[src/rtl/writeback_unit.sv]
// ============================================================================
//  Module   : writeback_unit
//  Purpose  : RV32I writeback stage. Selects the result source, waits for the
//             load response, formats load data and drives the register-file
//             write port.
//  Options  : WB_MISALIGN_TRAP_EN - trap misaligned LH/LHU/LW at acceptance
//             instead of force-aligning them.
//  Revision : 1.0 - initial release
// ============================================================================
`default_nettype none

module writeback_unit (
    input  logic        clk_in,
    input  logic        rst_in,
    input  logic        wb_valid_in,
    input  logic [4:0]  rd_addr_wb_in,
    input  logic [1:0]  wb_sel_in,
    input  logic [2:0]  funct3_in,
    input  logic [31:0] alu_result_in,
    input  logic [31:0] pc_plus4_in,
    input  logic [31:0] csr_data_in,
    input  logic        dmem_rvalid_in,
    input  logic [31:0] dmem_rdata_in,
    output logic [4:0]  rd_addr_out,
    output logic [31:0] rd_out,
    output logic        wr_en_out,
    output logic        stall_out
`ifdef WB_MISALIGN_TRAP_EN
    ,
    output logic        misaligned_out
`endif
);

    localparam logic [1:0] c_SEL_ALU  = 2'b00;
    localparam logic [1:0] c_SEL_LOAD = 2'b01;
    localparam logic [1:0] c_SEL_PC4  = 2'b10;

    typedef enum logic [0:0] {
        S_IDLE     = 1'b0,
        S_WAIT_MEM = 1'b1
    } state_t;

    state_t      r_state;
    logic [4:0]  r_rd_addr;
    logic [31:0] r_rd;
    logic        r_wr_en;
    logic [4:0]  r_ld_rd;
    logic [2:0]  r_ld_funct3;
    logic [1:0]  r_ld_off;

    logic [31:0] w_sel_data;
    logic [31:0] w_load_data;
    logic        w_misaligned;

    // Halfword lane uses offset[1] only and LW ignores the offset, so a
    // misaligned access is silently force-aligned when it reaches this point.
    function automatic logic [31:0] fmt_load(
        input logic [2:0]  f3,
        input logic [1:0]  off,
        input logic [31:0] word
    );
        logic [7:0]  b;
        logic [15:0] h;
        logic [31:0] res;
        case (off)
            2'd0:    b = word[7:0];
            2'd1:    b = word[15:8];
            2'd2:    b = word[23:16];
            default: b = word[31:24];
        endcase
        h = off[1] ? word[31:16] : word[15:0];
        case (f3)
            3'b000:  res = {{24{b[7]}}, b};
            3'b001:  res = {{16{h[15]}}, h};
            3'b100:  res = {24'd0, b};
            3'b101:  res = {16'd0, h};
            default: res = word;
        endcase
        return res;
    endfunction

    always_comb begin
        w_sel_data = csr_data_in;
        if (wb_sel_in == c_SEL_ALU) begin
            w_sel_data = alu_result_in;
        end else if (wb_sel_in == c_SEL_PC4) begin
            w_sel_data = pc_plus4_in;
        end
    end

    assign w_load_data = fmt_load(r_ld_funct3, r_ld_off, dmem_rdata_in);

`ifdef WB_MISALIGN_TRAP_EN
    logic r_misaligned;

    // Byte loads can never be misaligned; reserved encodings behave as LW.
    always_comb begin
        case (funct3_in)
            3'b000, 3'b100: w_misaligned = 1'b0;
            3'b001, 3'b101: w_misaligned = alu_result_in[0];
            default:        w_misaligned = |alu_result_in[1:0];
        endcase
    end

    always_ff @(posedge clk_in) begin
        if (rst_in) begin
            r_misaligned <= 1'b0;
        end else begin
            r_misaligned <= (r_state == S_IDLE) && wb_valid_in &&
                            (wb_sel_in == c_SEL_LOAD) && w_misaligned;
        end
    end

    assign misaligned_out = r_misaligned;
`else
    assign w_misaligned = 1'b0;
`endif

    always_ff @(posedge clk_in) begin
        if (rst_in) begin
            r_state     <= S_IDLE;
            r_rd_addr   <= 5'd0;
            r_rd        <= 32'd0;
            r_wr_en     <= 1'b0;
            r_ld_rd     <= 5'd0;
            r_ld_funct3 <= 3'd0;
            r_ld_off    <= 2'd0;
        end else begin
            r_wr_en <= 1'b0;
            case (r_state)
                S_IDLE: begin
                    if (wb_valid_in) begin
                        if (wb_sel_in != c_SEL_LOAD) begin
                            r_rd      <= w_sel_data;
                            r_rd_addr <= rd_addr_wb_in;
                            r_wr_en   <= (rd_addr_wb_in != 5'd0);
                        end else if (!w_misaligned) begin
                            r_ld_rd     <= rd_addr_wb_in;
                            r_ld_funct3 <= funct3_in;
                            r_ld_off    <= alu_result_in[1:0];
                            r_state     <= S_WAIT_MEM;
                        end
                    end
                end
                S_WAIT_MEM: begin
                    if (dmem_rvalid_in) begin
                        r_rd      <= w_load_data;
                        r_rd_addr <= r_ld_rd;
                        r_wr_en   <= (r_ld_rd != 5'd0);
                        r_state   <= S_IDLE;
                    end
                end
                default: r_state <= S_IDLE;
            endcase
        end
    end

    assign rd_addr_out = r_rd_addr;
    assign rd_out      = r_rd;
    assign wr_en_out   = r_wr_en;
    assign stall_out   = (r_state == S_WAIT_MEM);

endmodule

`default_nettype wire

[config.mk]
export PLATFORM = sky130hd
export DESIGN_NAME = writeback_unit
export DESIGN_NICKNAME = d
export VERILOG_FILES = /design/src/rtl/writeback_unit.sv
export SDC_FILE = /design/constraint.sdc
export NUM_CORES = 1
export LEC_CHECK = 0
export ABC_AREA = 1
export ABC_CLOCK_PERIOD_IN_PS = 1340
export BUFFER_PORTS_ARGS = -buffer_cell sky130_fd_sc_hd__buf_2
export CORE_MARGIN = 4
export CORE_UTILIZATION = 41
export CTS_CLUSTER_DIAMETER = 30
export DETAILED_ROUTE_END_ITERATION = 10
export HOLD_SLACK_MARGIN = 0.12
export PLACE_DENSITY = 0.77
export SLEW_MARGIN = 25
export SYNTH_ARGS = -nofsm -noshare
export SYNTH_HDL_FRONTEND = slang
export SYNTH_SLANG_ARGS = --single-unit
[constraint.sdc]
create_clock -name clk_in -period 1.34 [get_ports clk_in]
set_clock_uncertainty 0.15 [all_clocks]
set_input_delay 0.067 -clock clk_in [delete_from_list [all_inputs] [get_ports clk_in]]
set_output_delay 0.067 -clock clk_in [all_outputs]
set_load 0.02 [all_outputs]
==> Word level (Yosys, flattened, before mapping) <==
Cells that the tools add are included.
{ "word_totals": {"reg_bits": 49, "inputBits": 142, "out_inout_bits": 39, "wordCells": 47} }
{ "classes": {"n_eq_ne": 10, "n_mux": 21, "bitwise_logic": 2, "n_reduce_logical": 7} }
{ "ops": {"columns": ["operator", "count"], "rows": [
  ["two-way mux 32 bit", 5],
  ["one-hot mux 32 bit (4 select lines)", 1],
  ["one-hot mux 32 bit (2 select lines)", 1],
  ["one-hot mux 8 bit (3 select lines)", 1],
  ["two-way mux 16 bit", 1],
  ["two-way mux 5 bit", 3],
  ["one-hot mux 5 bit (2 select lines)", 1],
  ["nonzero test 5 bit", 2],
  ["equality test 3 bit (second input constant)", 2],
  ["two-way mux 1 bit", 6],
  ["!= test 2 bit (second input constant)", 3],
  ["AND reduction 3 bit", 2],
  ["equality test 2 bit (second input constant)", 2],
  ["logical NOT 2 bit", 2],
  ["one-hot mux 1 bit (2 select lines)", 2],
  ["equality test 3 x 1 -> 1 bit (second input constant)", 1],
  ["logical NOT 3 bit", 1],
  ["equality test 2 x 1 -> 1 bit (second input constant)", 1],
  ["!= test 2 x 1 -> 1 bit (second input constant)", 1],
  ["NOT 1 bit", 2]
]} }

==> Longest topological paths before layout <==
{ "depth": {"ltp_word": 6, "ltp_mapped": 9, "ltp_nobuf": 8} }

==> Worst setup path after synthesis <==
OpenSTA, ideal clock, no wires.
{ "synth_timing": {"kind": "reg-to-reg", "from": "reg r_state (netlist: stall_out)", "to": "reg r_rd_addr[0] (netlist: rd_addr_out[0])", "setup_ns": 0.126, "t_arrival_ns": 1.198, "t_required_ns": 1.064, "setup_slack_ns": -0.134, "stages_incl_launch_ff": 7, "n_path_buf": 1, "period_less_slack_ns": 1.474, "path_cell_list": "dfxtp_1 -> nor2_1 -> a21oi_2 -> inv_2 -> buf_2 -> o21ai_1 -> a31oi_1"} }
{ "synth_between": {"elab_chain_cells": 3, "elab_cells_between_ends": 6, "classes_between": "3 x eq/ne; 1 x mux; 1 x bitwise; 1 x reduce/logical"} }
{ "synth_rtl": {"columns": ["element", "line", "text"], "rows": [
  ["start, declared", "43", "state_t r_state;"],
  ["start signal, assigned", "121", "r_state <= S_IDLE;"],
  ["start signal, assigned", "141", "r_state <= S_WAIT_MEM;"],
  ["start signal, assigned", "150", "r_state <= S_IDLE;"],
  ["NOT 1 bit (no line)", null, null],
  ["!= test 2 bit (no line)", null, null],
  ["AND reduction 3 bit (no line)", null, null],
  ["end signal, assigned", "135", "r_rd_addr <= rd_addr_wb_in;"],
  ["end signal, assigned", "148", "r_rd_addr <= r_ld_rd;"],
  ["end, declared", "44", "logic [4:0] r_rd_addr;"]
]} }
Several ways; a longest one is shown, not always the timed one.
A chain may end at the register's enable or synchronous reset.

==> Worst setup path after layout <==
{ "layout_timing": {"from": "reg r_ld_off[1]", "to": "reg r_rd[21] (netlist: rd_out[21])"} }
{ "layout_between": {"elab_chain_cells": 5, "elab_cells_between_ends": 8, "classes_between": "2 x eq/ne; 5 x mux; 1 x reduce/logical"} }
{ "layout_rtl": {"columns": ["element", "line", "text"], "rows": [
  ["start, declared", "49", "logic [1:0] r_ld_off;"],
  ["start signal, assigned", "140", "r_ld_off <= alu_result_in[1:0];"],
  ["equality test 2 bit (tied with other cells)", "65", "case (off)"],
  ["one-hot mux 8 bit (3 select lines)", "65", null],
  ["one-hot mux 32 bit (4 select lines) *", "72", "case (f3)"],
  ["two-way mux 32 bit *", "146", "if (dmem_rvalid_in) begin"],
  ["one-hot mux 32 bit (2 select lines) *", "130", "case (r_state)"],
  ["end signal, assigned", "134", "r_rd <= w_sel_data;"],
  ["end signal, assigned", "147", "r_rd <= w_load_data;"],
  ["end, declared", "45", "logic [31:0] r_rd;"]
]} }
Every way passes the cells marked *; elsewhere a longest branch is shown, timed or not. The select of a mux whose other input is x is not followed.

==> results.yml <==
run_status:
  status: "complete, but fails checks"
  violations: "negative hold slack, negative setup slack"
power_and_ir_drop:
  total_power_mw: 4.60
  internal_power_mw: 2.92
  p_leak_nw: 3.13
  switching_share: 0.364
  powerDensity_mw_per_mm2: 707
  pwr-share-comb: 0.443
  p_seq_frac: 0.362
  irDropWorstVdd_mv: 0.551
  switchingPower_mw: 1.68
  clkPwrFrac: 0.195
sta:
  rsz0062_at_grt: "yes"
  layout_setup_ws_ns: -0.131
  finalCriticalPeriod_ns: 1.47
  finalCritPeriodShare: 1.10
  drv_slew: 0
  finalHoldViolations: 1
  worst_hold_slack_ns: -0.0613
  maxSlewHeadroom: 0.781
  finalSetupViolations: 35
  worst_pin_slew_ns: 0.329
  fmax_ghz: 0.680
detailed_routing:
  wl_mm: 17.5
  drc_errors: 0
  ant_nets: 0
  wl_per_cell_um: 17.4
  vias: 5667
  dr.pass1.iters: 6
  viasPerCell: 5.63
  drtIter0Drc: 457
global_route:
  grtUsageMet3: 0.0701
  grt.overflow.total: 0
  grtUsageTotal: 0.317
  grt_pass1_vias: 5440
  grt.busiest_layer: "met2"
  grt_pass1_wl_mm: 25.7
  grt_use_met2: 0.560
  antenna_found_initial: 1
  grt_max_degree: 42
  grt_use_met1: 0.363
yosys:
  yosys_warnings: 0
  synth_most_common_cell: "nand2_1"
  synth_top_area_share: 0.288
  synth-main-ff-cell: "dfxtp_1"
  avgSynthCellArea_um2: 5.90
  yosysTopAreaCell: "dfxtp_1"
  synth_seq_cells: 49
  synth_commonest_cells: "197 x nand2_1, 90 x a21oi_1, 58 x nand3_1"
  synth.area.top_cells: "dfxtp_1 29%, nand2_1 22%, a21oi_1 13%"
  synth_edf_count: 0
  ys_types: 24
  netlist_area_mm2: 0.00340
  synth_cells: 577
  yosysSeqAreaShare: 0.288
  syn_nets: 719
  async_reset_ff_frac: 0
clock_network:
  clockBufferDepth: 2
  clock_sinks: 49
  tritoncts: "built"
  h-tree-depth: 2
  cts_root_buf: "clkbuf_8"
  cts_inserted_buffers: 5
  clk_pin_slew_ns: 0.09
  holdBufCountCts: 138
  clkLatencyLatePin_ns: 0.32
layout:
  fin_nets: 1044
  final_cell_area_mm2: 0.00651
  synthToLayoutAreaGrowth_pct: 91.3
  drive_gt1_frac: 0.351
worst_hold_path:
  hold_depth: 4
  hp-start: "dmem_rvalid_in"
  min_path_type: "in2reg"
  hold_end: "stall_out"
die:
  core_area_mm2: 0.00789
  io_pins: 181
  die_y_um: 99.1
  dieArea_mm2: 0.00982
  die_w_um: 99.1
  row_count: 32
  initial_core_util: 0.431
placed_design:
  dp_hpwl_mm: 9.70
  placed_area_mm2: 0.00452
  place_congestion: 0.936
  io_buffers: 180
critical_path:
  cp_slowest_cell: "dfxtp_4"
  critPathKind: "reg2reg"
  reg2reg_from: "r_ld_off[1]"
  crit_top_cell: "nand3_2"
  r2r_end: "rd_out[21]"
  cp-end-kind: "register"
  critPathRequiredTime_ns: 1.41
  cp_top_family: "simple AND/OR/NAND/NOR gates"
  path_max_fanout: 8
  worstSetupStartpointType: "register"
  arrival_ns: 1.54
  worstRegToRegCells: 7
  cp_cell_sequence: "inv_1 > nand3_2 > nand3_4 > buf_12 > nand3_2 > nand2_1 > a21oi_2"
  crit_start: "r_ld_off[1]"
  critical_path_buf_inv_count: 2
  ff2ff_setup_slack_ns: -0.13
  timing.critical_path.slowest_cell_delay_ns: 0.38
run:
  max-cap-violations: 0
[worst min-delay path: stages]
cell	delay, ns
buf_2	0.11
nor2_1	0.05
nor2_1	0.10
nor2_1	0.05
[cell usage in the layout (no fill, tap or decap), types with 6 or more instances in the layout]
master,count
buf_12,7
a21oi_2,22
a21oi_1,68
buf_2,180
nand3_1,42
nand2_1,187
nor2_1,11
inv_2,7
dlygate4sd3_1,138
dfxtp_1,44
buf_6,9
inv_1,24
nand3_2,18
buf_4,23
o21ai_2,6
o21ai_1,39
o211ai_1,13
o21ai_0,11
nand2_2,9
[worst max path at each step]
stage	to	slack [ns]	depth (start not counted)
after floorplan	rd_out[19]	0.003	9
after global placement	rd_out[16]	-0.14	7
after detailed placement	rd_out[21]	-0.24	7
after CTS	rd_out[15]	-0.05	8
after global routing	rd_out[19]	-0.21	7
final	rd_out[21]	-0.13	7
[metrics by stage]
stage / TNS [ns] / hold WS (ns) / cells / setup WS, ns / util
3_3_place_gp: -2.26 / 0.104 / 848 / -0.141 / 0.573
6_report: -2.39 / -0.0613 / 1007 / -0.131 / 0.825
5_1_grt: -4.53 / -0.0374 / 1006 / -0.214 / 0.825
4_1_cts: -0.556 / -0.0951 / 999 / -0.0471 / 0.778
2_1_floorplan: 0 / -0.0203 / 577 / 0.00299 / -
3_5_place_dp: -4.73 / 0.112 / 848 / -0.235 / 0.573
[sequential cells by signal (all words and copies together) (netlist names)]
name and flops:
r_ld_rd 5, rd_out 32, stall_out 1, r_ld_funct3 3
rd_addr_out 5, r_ld_off 2, wr_en_out 1
[cells by family after synthesis]
| kind of cell | count (synthesis) | share of synthesized area |
|---|---|---|
| AND/OR/NAND/NOR | 282 | 0.345 |
| AO/OA/AOI/OAI | 167 | 0.259 |
| buffers and inverters | 79 | 0.107 |
| flip-flops | 49 | 0.288 |
[power by group through the flow]
stage                     Clock [mW]  Combinational [mW]  Sequential (mW)
final                          0.898                2.04             1.66
after global routing           0.959                2.18             1.68
after CTS                      0.880                1.74             1.65
after detailed placement           0                1.37             1.68
after global placement             0                1.33             1.68
after floorplan                    0               0.679             1.81
[cell type report]
type / count / area, µm²
inverter: 35 / 141
sequential: 49 / 997
timing repair buffer: 361 / 2790
fill: 484 / 1380
clock buffer: 7 / 76.3
antenna: 2 / 5.00
clock inverter: 1 / 7.51
tap: 102 / 128
multi-input combinational: 450 / 2370
[timing repair]
action / 4_1_cts / 5_1_grt
setup endpoints to repair: 48 / 45
resized for setup: 40 / 78
cloned: 2 / 4
setup buffers: 3 / 2
endpoints found under the hold margin: 49 / 2
pin swaps: 7 / 18
[per-layer routing]
layer  routed length (µm)  part of all wire
met4                  943             0.054
met1                 6430              0.37
met2                 8450              0.48
met3                 1710             0.098
met5                    0                 0
No activity file was read; power rests on OpenSTA's default activity.
